`config.mk`:
```
export PLATFORM = sky130hd
export DESIGN_NAME = resize_sequencer
export DESIGN_NICKNAME = d
export VERILOG_FILES = /design/src/rtl/resize_sequencer_pkg.sv /design/src/rtl/resize_lane_coord.sv /design/src/rtl/resize_sequencer.sv
export SDC_FILE = /design/constraint.sdc
export NUM_CORES = 1
export LEC_CHECK = 0
export ABC_AREA = 1
export BUFFER_PORTS_ARGS = -buffer_cell sky130_fd_sc_hd__buf_2
export CORE_MARGIN = 3
export CORE_UTILIZATION = 53
export DETAILED_ROUTE_END_ITERATION = 16
export GPL_TIMING_DRIVEN = 1
export PLACE_DENSITY = 0.78
export SETUP_SLACK_MARGIN = 0.15
export SLEW_MARGIN = 15
export SYNTH_ARGS = -nofsm -noshare
export SYNTH_HDL_FRONTEND = slang
export SYNTH_SLANG_ARGS = --single-unit
```
`constraint.sdc`:
```
create_clock -name clk -period 3.1 [get_ports clk]
set_input_delay 0.62 -clock clk [delete_from_list [all_inputs] [get_ports clk]]
set_output_delay 0.62 -clock clk [all_outputs]
set_load 0.03 [all_outputs]
```
`src/rtl/resize_sequencer_pkg.sv`:
```
// Shared types and sizing helpers for the resize coordinate sequencer.
package pkg_resize_seq;

  typedef enum logic [1:0] {
    S_IDLE,
    S_RUN,
    S_DRAIN,
    S_DONE
  } state_t;

  localparam int DEF_XW          = 10;
  localparam int DEF_YW          = 10;
  localparam int DEF_FW          = 16;
  localparam int DEF_FRAC        = 8;
  localparam int DEF_LANES       = 1;
  localparam int DEF_OUTSTANDING = 4;

  // Wide enough for any coordinate times any factor plus a full lane chain.
  function automatic int acc_width(input int coord_w, input int factor_w, input int lanes);
    return coord_w + factor_w + $clog2(lanes) + 1;
  endfunction

endpackage

```
`src/rtl/resize_lane_coord.sv`:
```
// Splits one accumulated fixed-point coordinate into integer/fraction and
// clamps the integer part to the last valid source pixel.
module resize_lane_coord #(
  parameter int W    = 10,
  parameter int FRAC = 8,
  parameter int AW   = 27
) (
  input  logic [AW-1:0]   acc,
  input  logic [W-1:0]    img,
  output logic [W-1:0]    coord_int,
  output logic [FRAC-1:0] coord_frac
);

  localparam int IW = AW - FRAC;

  logic [IW-1:0] whole;
  logic [IW-1:0] lim;

  assign whole = acc[AW-1:FRAC];
  // An empty image clamps to 0 instead of wrapping to all-ones.
  assign lim   = (img == '0) ? '0 : (IW'(img) - IW'(1));

  always_comb begin
    coord_int  = whole[W-1:0];
    coord_frac = acc[FRAC-1:0];
    if (whole > lim) begin
      coord_int  = lim[W-1:0];
      coord_frac = '0;
    end
  end

endmodule

```
`src/rtl/resize_sequencer.sv`:
```
// Walks the destination raster LANES pixels per beat, producing clamped
// fixed-point source coordinates under a credit limit.
//
// state   | meaning
// S_IDLE  | waiting for a job, credits held full
// S_RUN   | issuing beats while credits remain
// S_DRAIN | no beats, waiting for every issued beat to be acknowledged
// S_DONE  | status presented until done_taken
module resize_sequencer
  import pkg_resize_seq::*;
#(
  parameter int XW          = DEF_XW,
  parameter int YW          = DEF_YW,
  parameter int FW          = DEF_FW,
  parameter int FRAC        = DEF_FRAC,
  parameter int LANES       = DEF_LANES,
  parameter int OUTSTANDING = DEF_OUTSTANDING
) (
  input  logic                  clk,
  input  logic                  reset,
  input  logic                  job_valid,
  output logic                  job_ready,
  input  logic [XW-1:0]         job_img_x,
  input  logic [YW-1:0]         job_img_y,
  input  logic [XW-1:0]         job_tgt_x,
  input  logic [YW-1:0]         job_tgt_y,
  input  logic [FW-1:0]         job_factor_x,
  input  logic [FW-1:0]         job_factor_y,
  output logic                  out_valid,
  input  logic                  out_ready,
  output logic [XW-1:0]         out_dx,
  output logic [YW-1:0]         out_dy,
  output logic [LANES*XW-1:0]   out_sx,
  output logic [LANES*FRAC-1:0] out_fx,
  output logic [YW-1:0]         out_sy,
  output logic [FRAC-1:0]       out_fy,
  output logic [LANES-1:0]      out_mask,
  output logic                  out_eol,
  output logic                  out_last,
  input  logic                  beat_ack,
  input  logic                  abort,
  output logic                  done,
  input  logic                  done_taken,
  output logic                  done_aborted,
  output logic                  done_err,
  output logic                  busy
);

  localparam int AXW = acc_width(XW, FW, LANES);
  localparam int AYW = acc_width(YW, FW, 1);
  localparam int CW  = $clog2(OUTSTANDING + 1);
  localparam int DW  = XW + 4;
  localparam logic [CW-1:0] CMAX = CW'(OUTSTANDING);

  state_t         state;
  logic [XW-1:0]  img_x, tgt_x, dx;
  logic [YW-1:0]  img_y, tgt_y, dy;
  logic [FW-1:0]  fac_x, fac_y;
  logic [AXW-1:0] ax;
  logic [AYW-1:0] ay;
  logic [CW-1:0]  credits, credits_nxt;
  logic           aborted, err;
  logic           run, fire, row_end, img_end;
  logic [AXW-1:0] lane_acc [LANES+1];

  assign run     = (state == S_RUN);
  assign fire    = out_valid && out_ready;
  assign row_end = (DW'(dx) + DW'(LANES)) >= DW'(tgt_x);
  assign img_end = row_end && ((dy + YW'(1)) == tgt_y);

  assign job_ready    = (state == S_IDLE) && !reset;
  assign busy         = (state != S_IDLE);
  assign done         = (state == S_DONE);
  assign done_aborted = done && aborted;
  assign done_err     = done && err;
  assign out_valid    = run && (credits != '0);
  assign out_eol      = run && row_end;
  assign out_last     = run && img_end;
  assign out_dx       = dx;
  assign out_dy       = dy;

  // Lane k sits k factor steps past ax; the extra tap is the next beat's ax.
  always_comb begin
    lane_acc[0] = ax;
    for (int k = 0; k < LANES; k++) lane_acc[k+1] = lane_acc[k] + AXW'(fac_x);
  end

  for (genvar k = 0; k < LANES; k++) begin : g_lane
    resize_lane_coord #(.W(XW), .FRAC(FRAC), .AW(AXW)) u_col (
      .acc        (lane_acc[k]),
      .img        (img_x),
      .coord_int  (out_sx[k*XW +: XW]),
      .coord_frac (out_fx[k*FRAC +: FRAC])
    );
    assign out_mask[k] = run && ((DW'(dx) + DW'(k)) < DW'(tgt_x));
  end

  resize_lane_coord #(.W(YW), .FRAC(FRAC), .AW(AYW)) u_row (
    .acc        (ay),
    .img        (img_y),
    .coord_int  (out_sy),
    .coord_frac (out_fy)
  );

  always_comb begin
    credits_nxt = credits;
    if (fire && !beat_ack)
      credits_nxt = credits - CW'(1);
    else if (!fire && beat_ack && credits != CMAX)
      credits_nxt = credits + CW'(1);
  end

  always_ff @(posedge clk) begin
    if (reset) begin
      state   <= S_IDLE;
      img_x   <= '0;
      img_y   <= '0;
      tgt_x   <= '0;
      tgt_y   <= '0;
      fac_x   <= '0;
      fac_y   <= '0;
      dx      <= '0;
      dy      <= '0;
      ax      <= '0;
      ay      <= '0;
      credits <= CMAX;
      aborted <= 1'b0;
      err     <= 1'b0;
    end else begin
      case (state)
        S_IDLE: begin
          credits <= CMAX;
          if (job_valid) begin
            img_x   <= job_img_x;
            img_y   <= job_img_y;
            tgt_x   <= job_tgt_x;
            tgt_y   <= job_tgt_y;
            fac_x   <= job_factor_x;
            fac_y   <= job_factor_y;
            dx      <= '0;
            dy      <= '0;
            ax      <= '0;
            ay      <= '0;
            aborted <= 1'b0;
            if (job_tgt_x == '0 || job_tgt_y == '0) begin
              err   <= 1'b1;
              state <= S_DONE;
            end else begin
              err   <= 1'b0;
              state <= S_RUN;
            end
          end
        end
        S_RUN: begin
          credits <= credits_nxt;
          if (fire) begin
            if (row_end) begin
              dx <= '0;
              ax <= '0;
              dy <= dy + YW'(1);
              ay <= ay + AYW'(fac_y);
            end else begin
              dx <= dx + XW'(LANES);
              ax <= lane_acc[LANES];
            end
          end
          if (abort) begin
            aborted <= 1'b1;
            state   <= S_DRAIN;
          end else if (fire && img_end) begin
            state <= S_DRAIN;
          end
        end
        S_DRAIN: begin
          credits <= credits_nxt;
          if (abort) aborted <= 1'b1;
          if (credits_nxt == CMAX) state <= S_DONE;
        end
        S_DONE: begin
          if (done_taken) state <= S_IDLE;
        end
        default: state <= S_IDLE;
      endcase
    end
  end

  credit_overflow: assert property (@(posedge clk) disable iff (reset)
    ((state == S_RUN || state == S_DRAIN) && beat_ack && !fire) |-> (credits != CMAX));

endmodule
```
==> reports/qor_table.md <==
| Step | Item | Value |
|---|---|---|
| place | HPWL after detailed placement | 22,200 um |
| floorplan | Starting density of the core | 0.543 |
| worst setup path | Worst reg2reg path endpoint | ay[22]$_SDFFE_PP0P_ |
| place | Port Buf Inserts | 143 |
| drt | DRC violation count after routing | 0 |
| floorplan | Area enclosed by the die boundary | 21,100 um2 |
| yosys | Synth Register Bits | 153 |
| worst setup path | Family with the most delay on the worst path | simple AND/OR/NAND/NOR gates |
| yosys | Number of instances in the synthesized netlist | 1,538 |
| pwr | Switching power summed over all nets | 4.84 mW |
| flow run | Max-cap violations | 0 |
| drt | Detailed-route wire length per cell | 18.1 um |
| pwr | Share of power burned in combinational logic | 0.561 |
| finish | Area grow syn2layout | 44.5% |
| yosys | Number of nets produced by synthesis | 1,724 |
| worst setup path | Endpoint class of the critical path | output pin |
| yosys | Number of warning messages in the yosys log | 0 |
| drt | Routed Wire Length | 37,600 um |
| yosys | Sequential cell area fraction in the yosys report | 0.299 |
| global routing | Antenna violations before repair | 3 |
| clock network | Maximum buffer depth of the clock tree | 2 |
| worst setup path | Critical Path Start Type | register |
| yosys | Largest cells by area after synthesis | dfxtp_1 (30%), ha_1 (13%), nand2_1 (10%) |
| hold path | Worst hold stages | 3 |
| floorplan | Ports placed on the boundary | 144 |
| floorplan | Die Wd | 145 um |
| pwr | Internal Power | 5.86 mW |
| worst setup path | Sequence of cells on the critical path | inv_4, ha_4, inv_1, nor2_2, inv_2, nor2_4, nor2_1, nor2_1, inv_2, ha_4, nand4_1, nor3_2, nand3_1, nand3_2, nand2_8, buf_12, buf_12, o21ai_4, buf_6 |
| global routing | GRT Resource Usage Total | 0.293 |
| place | Routability-driven placement congestion ratio | 0.962 |
| pwr | Power share of the sequential group | 0.234 |
| yosys | Netlist area before placement | 10,300 um2 |
| floorplan | Row Count | 50 |
| worst setup path | Critical Path Max Stage Delay | 0.36 ns |
| hold path | Worst min-delay path startpoint | job_factor_x[4] |
| worst setup path | Maximum fanout along the worst path | 7 |
| global routing | Global-route wire length before repair | 51,900 um |
| pwr | Static Leakage | 6.65 nW |
| yosys | Fraction of the mapped netlist area in compound gates | 0.175 |
| finish | Fraction of layout cells with a size suffix above 1 | 0.315 |
| floorplan | Total core area | 18,900 um2 |
| worst setup path | Critical-path cell with the highest stage delay | dfxtp_4 |
| worst setup path | CP Data Required Time | 2.48 ns |
| worst setup path | Signal arrival time at the worst endpoint | 3.40 ns |
| clock network | Worst-Skew Late Latency | 0.44 ns |
| worst setup path | Cells on worst reg2reg path | 20 |
| clock network | TritonCTS Buffers | 17 |
| clock network | Clock Sink Count | 153 |
| global routing | Maximum number of pins on one net before global-route repair | 70 |
| clock network | Clock root buffer master | clkbuf_16 |
| sta | Final setup violation count | 58 |
| worst setup path | R2r setup slk | -0.07 ns |
| yosys | Post-synthesis share of cell area spent on full adders, half adders and majority gates | 0.132 |
| drt | Routed via count divided by cell count | 5.86 |
| sta | Highest Clock Rate | 249 MHz |
| drt | Initial DRC Count | 1,070 |
| pwr | Worst IR drop on VDD | 0.000857 V |
| hold path | Sink of the worst hold path | fac_x[4]$_SDFFE_PP0P_ |
| clock network | Clock tree from TritonCTS | done |
| pwr | Clk network pwr share | 0.205 |
| sta | Final total negative setup slack | -30.34 ns |
| worst setup path | Number of buffers and inverters on the critical path | 7 |
| global routing | Total gr overflow | 0 |
| sta | Layout Skew | 0.0103 ns |
| worst setup path | Startpoint of the most critical register-to-register path | out_dx[4]$_SDFFE_PP0P_ |
| yosys | Top-area cell type share of the netlist area | 0.299 |
| yosys | Combinational family with the most area after synthesis | simple AND/OR/NAND/NOR gates |
| finish | Number of nets at the end of the flow | 1,991 |
| floorplan | Height of the die | 145 um |
| outcome | Result of the run | complete, but fails checks |
| sta | Transition time at the pin with the least slew margin | 0.994 ns |
| clock network | Clock transition at path regs | 0.07 ns |
| clock network | Hold-fix buffers, CTS | 0 |
| yosys | Multiplexer share of the synthesized area | 0 |
| hold path | Worst min path class | in -> reg |
| global routing | Vias in the first global route | 10,897 |
| yosys | Xor and xnor area share after synthesis | 0.0324 |
| drt | Via count | 12,191 |
| drt | Antenna viol nets, final | 0 |
| worst setup path | Critical setup path kind | reg -> out |
| drt | Iteration count of the initial detailed-routing pass | 7 |
| yosys | Mean cell area of the mapped netlist | 6.67 um2 |
| sta | Worst setup slack after layout | -0.917 ns |
| sta | Share of the clock period used by the worst path | 1.30 |
| sta | Max-slew headroom at the worst pin | 0.327 |
| clock network | Depth of the CTS H-tree | 4 |
| sta | Final Hold Vio Count | 0 |
| sta | Setup repair after global routing missed its margin | true |
| sta | Time the worst path needs with I/O delays and setup | 4.02 ns |
| pwr | Switch share | 0.452 |
| outcome | Violations in the final reports | setup timing |
| sta | Slew Viols, Final | 0 |
| yosys | Largest area contributor in the synthesized netlist | dfxtp_1 |
| pwr | Design Power | 10.7 mW |
| yosys | Cell variety after synth | 47 |
| yosys | Synth Area in Simple Gates | 0.278 |
| pwr | Areal power density over the cells | 722 nW/um2 |
-- cells in the mapped netlist, drive strengths merged --
master	instances
a211o	1
xnor2	12
a32oi	1
clkbuf	32
a21o	3
o21bai	5
nand3b	5
fa	2
o211ai	1
o22ai	13
xor2	26
buf	9
nor4	12
ha	105
o21ai	148
a22oi	17
dfxtp	153
a21boi	2
o311ai	1
nor3	23
o21a	3
clkinv	2
a21oi	128
and3	1
o221ai	2
nor2	273
nand2	288
inv	180
nand4	15
nand3	67
or2	6
nor3b	2
-- sequential cells by signal (all words and copies together) (netlist names) --
signal	count
aborted	1
ax	27
ay	27
credits	3
err	1
fac_x	16
fac_y	16
img_x	10
img_y	10
out_dx	10
out_dy	10
state	2
tgt_x	10
tgt_y	10
-- per-stage QoR --
step,cell area (um2),cells,worst slack [ns],util,hold WS (ns)
6_report,14800,2079,-0.917,0.785,0.429
4_1_cts,13800,2056,-0.678,0.732,0.430
3_3_place_gp,12400,1995,-0.228,0.658,0.454
3_5_place_dp,12400,1995,-0.344,0.658,0.466
2_1_floorplan,10900,1538,-0.0511,-,0.444
5_1_grt,14800,2079,-1.08,0.785,0.441
-- repair_timing --
| action | CTS | global route |
|---|---|---|
| buffers inserted | 26 | 14 |
| gates cloned | 3 | 8 |
| setup endpoints to repair | 50 | 113 |
| resized for setup | 150 | 194 |
| pin swaps | 36 | 99 |
-- worst reg2reg max path, cell delays in order (launching register included) --
cell and delay (ns):
dfxtp_2 0.36, nand2_1 0.09, nor2_2 0.16, nand4_1 0.14, nand3b_1 0.21, xor2_1 0.16, inv_1 0.10, ha_4 0.29
and3_4 0.19, a21oi_4 0.06, buf_6 0.12, buf_6 0.12, buf_6 0.11, buf_6 0.11, buf_6 0.12, nand2_4 0.07
nand2_8 0.10, clkinv_8 0.12, nand2_8 0.08, nor3_1 0.26, nor2_1 0.10
-- power groups by stage --
stage               registers [mW]  clock network [mW]  logic, mW
floorplan                     2.48                   0       2.88
finish                        2.50                2.20       6.01
detailed placement            2.51                   0       4.33
global placement              2.50                   0       4.22
CTS                           2.48                2.17       4.85
global route                  2.53                2.28       6.42
-- layout make-up --
cell class,instances,area (um2)
Antenna cell,1,2.50
Clock buffer,19,443
Clock inverter,13,159
Fill cell,1208,4070
Inverter,182,746
Multi-Input combinational cell,1164,7730
Sequential cell,153,3090
Tap cell,260,325
Timing Repair Buffer,283,2270
Timing Repair inverter,4,60.1
-- kinds of logic after synthesis --
logic type      Yosys count
simple gates            692
compound gates          325
buf+inv                 223
flops                   153
fa+ha+maj               107
xor+xnor                 38
-- placed cells by master (no fill, tap or decap), drive strengths merged --
cell and instances:
xnor2 12, o21a 3, bufinv 2, nor4 12, nand4 15, o221ai 2, xor2 26, o21ai 148
diode 1, dfxtp 153, a32oi 1, clkinv 11, a21boi 2, nand3b 5, o311ai 1, nand3 68
nand2 289, nor2 273, a21o 3, inv 184, a22oi 17, buf 280, nor3b 2, o22ai 13
o211ai 1, clkinvlp 2, a211o 1, a21oi 128, o21bai 5, clkbuf 22, nor3 23, or2 6
and3 1, fa 2, ha 105
-- worst max path at each step --
stage / depth (start not counted) / slack, ns / from / end
after global routing: 20 / -1.08 / img_y[3]$_SDFFE_PP0P_ / out_sy[2]
final: 19 / -0.92 / img_y[0]$_SDFFE_PP0P_ / out_sy[2]
after detailed placement: 16 / -0.34 / img_x[0]$_SDFFE_PP0P_ / out_sx[1]
after global placement: 18 / -0.23 / img_x[0]$_SDFFE_PP0P_ / out_sx[0]
after CTS: 19 / -0.68 / img_y[1]$_SDFFE_PP0P_ / out_sy[1]
after floorplan: 16 / -0.05 / img_x[2]$_SDFFE_PP0P_ / out_sx[1]
-- metal layers --
layer / GRT usage / part of all wire
met5: 0 / 0.00090
met4: 0.100 / 0.042
met3: 0.0531 / 0.10
met2: 0.499 / 0.48
met1: 0.374 / 0.38
Note: power is estimated with default switching activity, not from simulation.
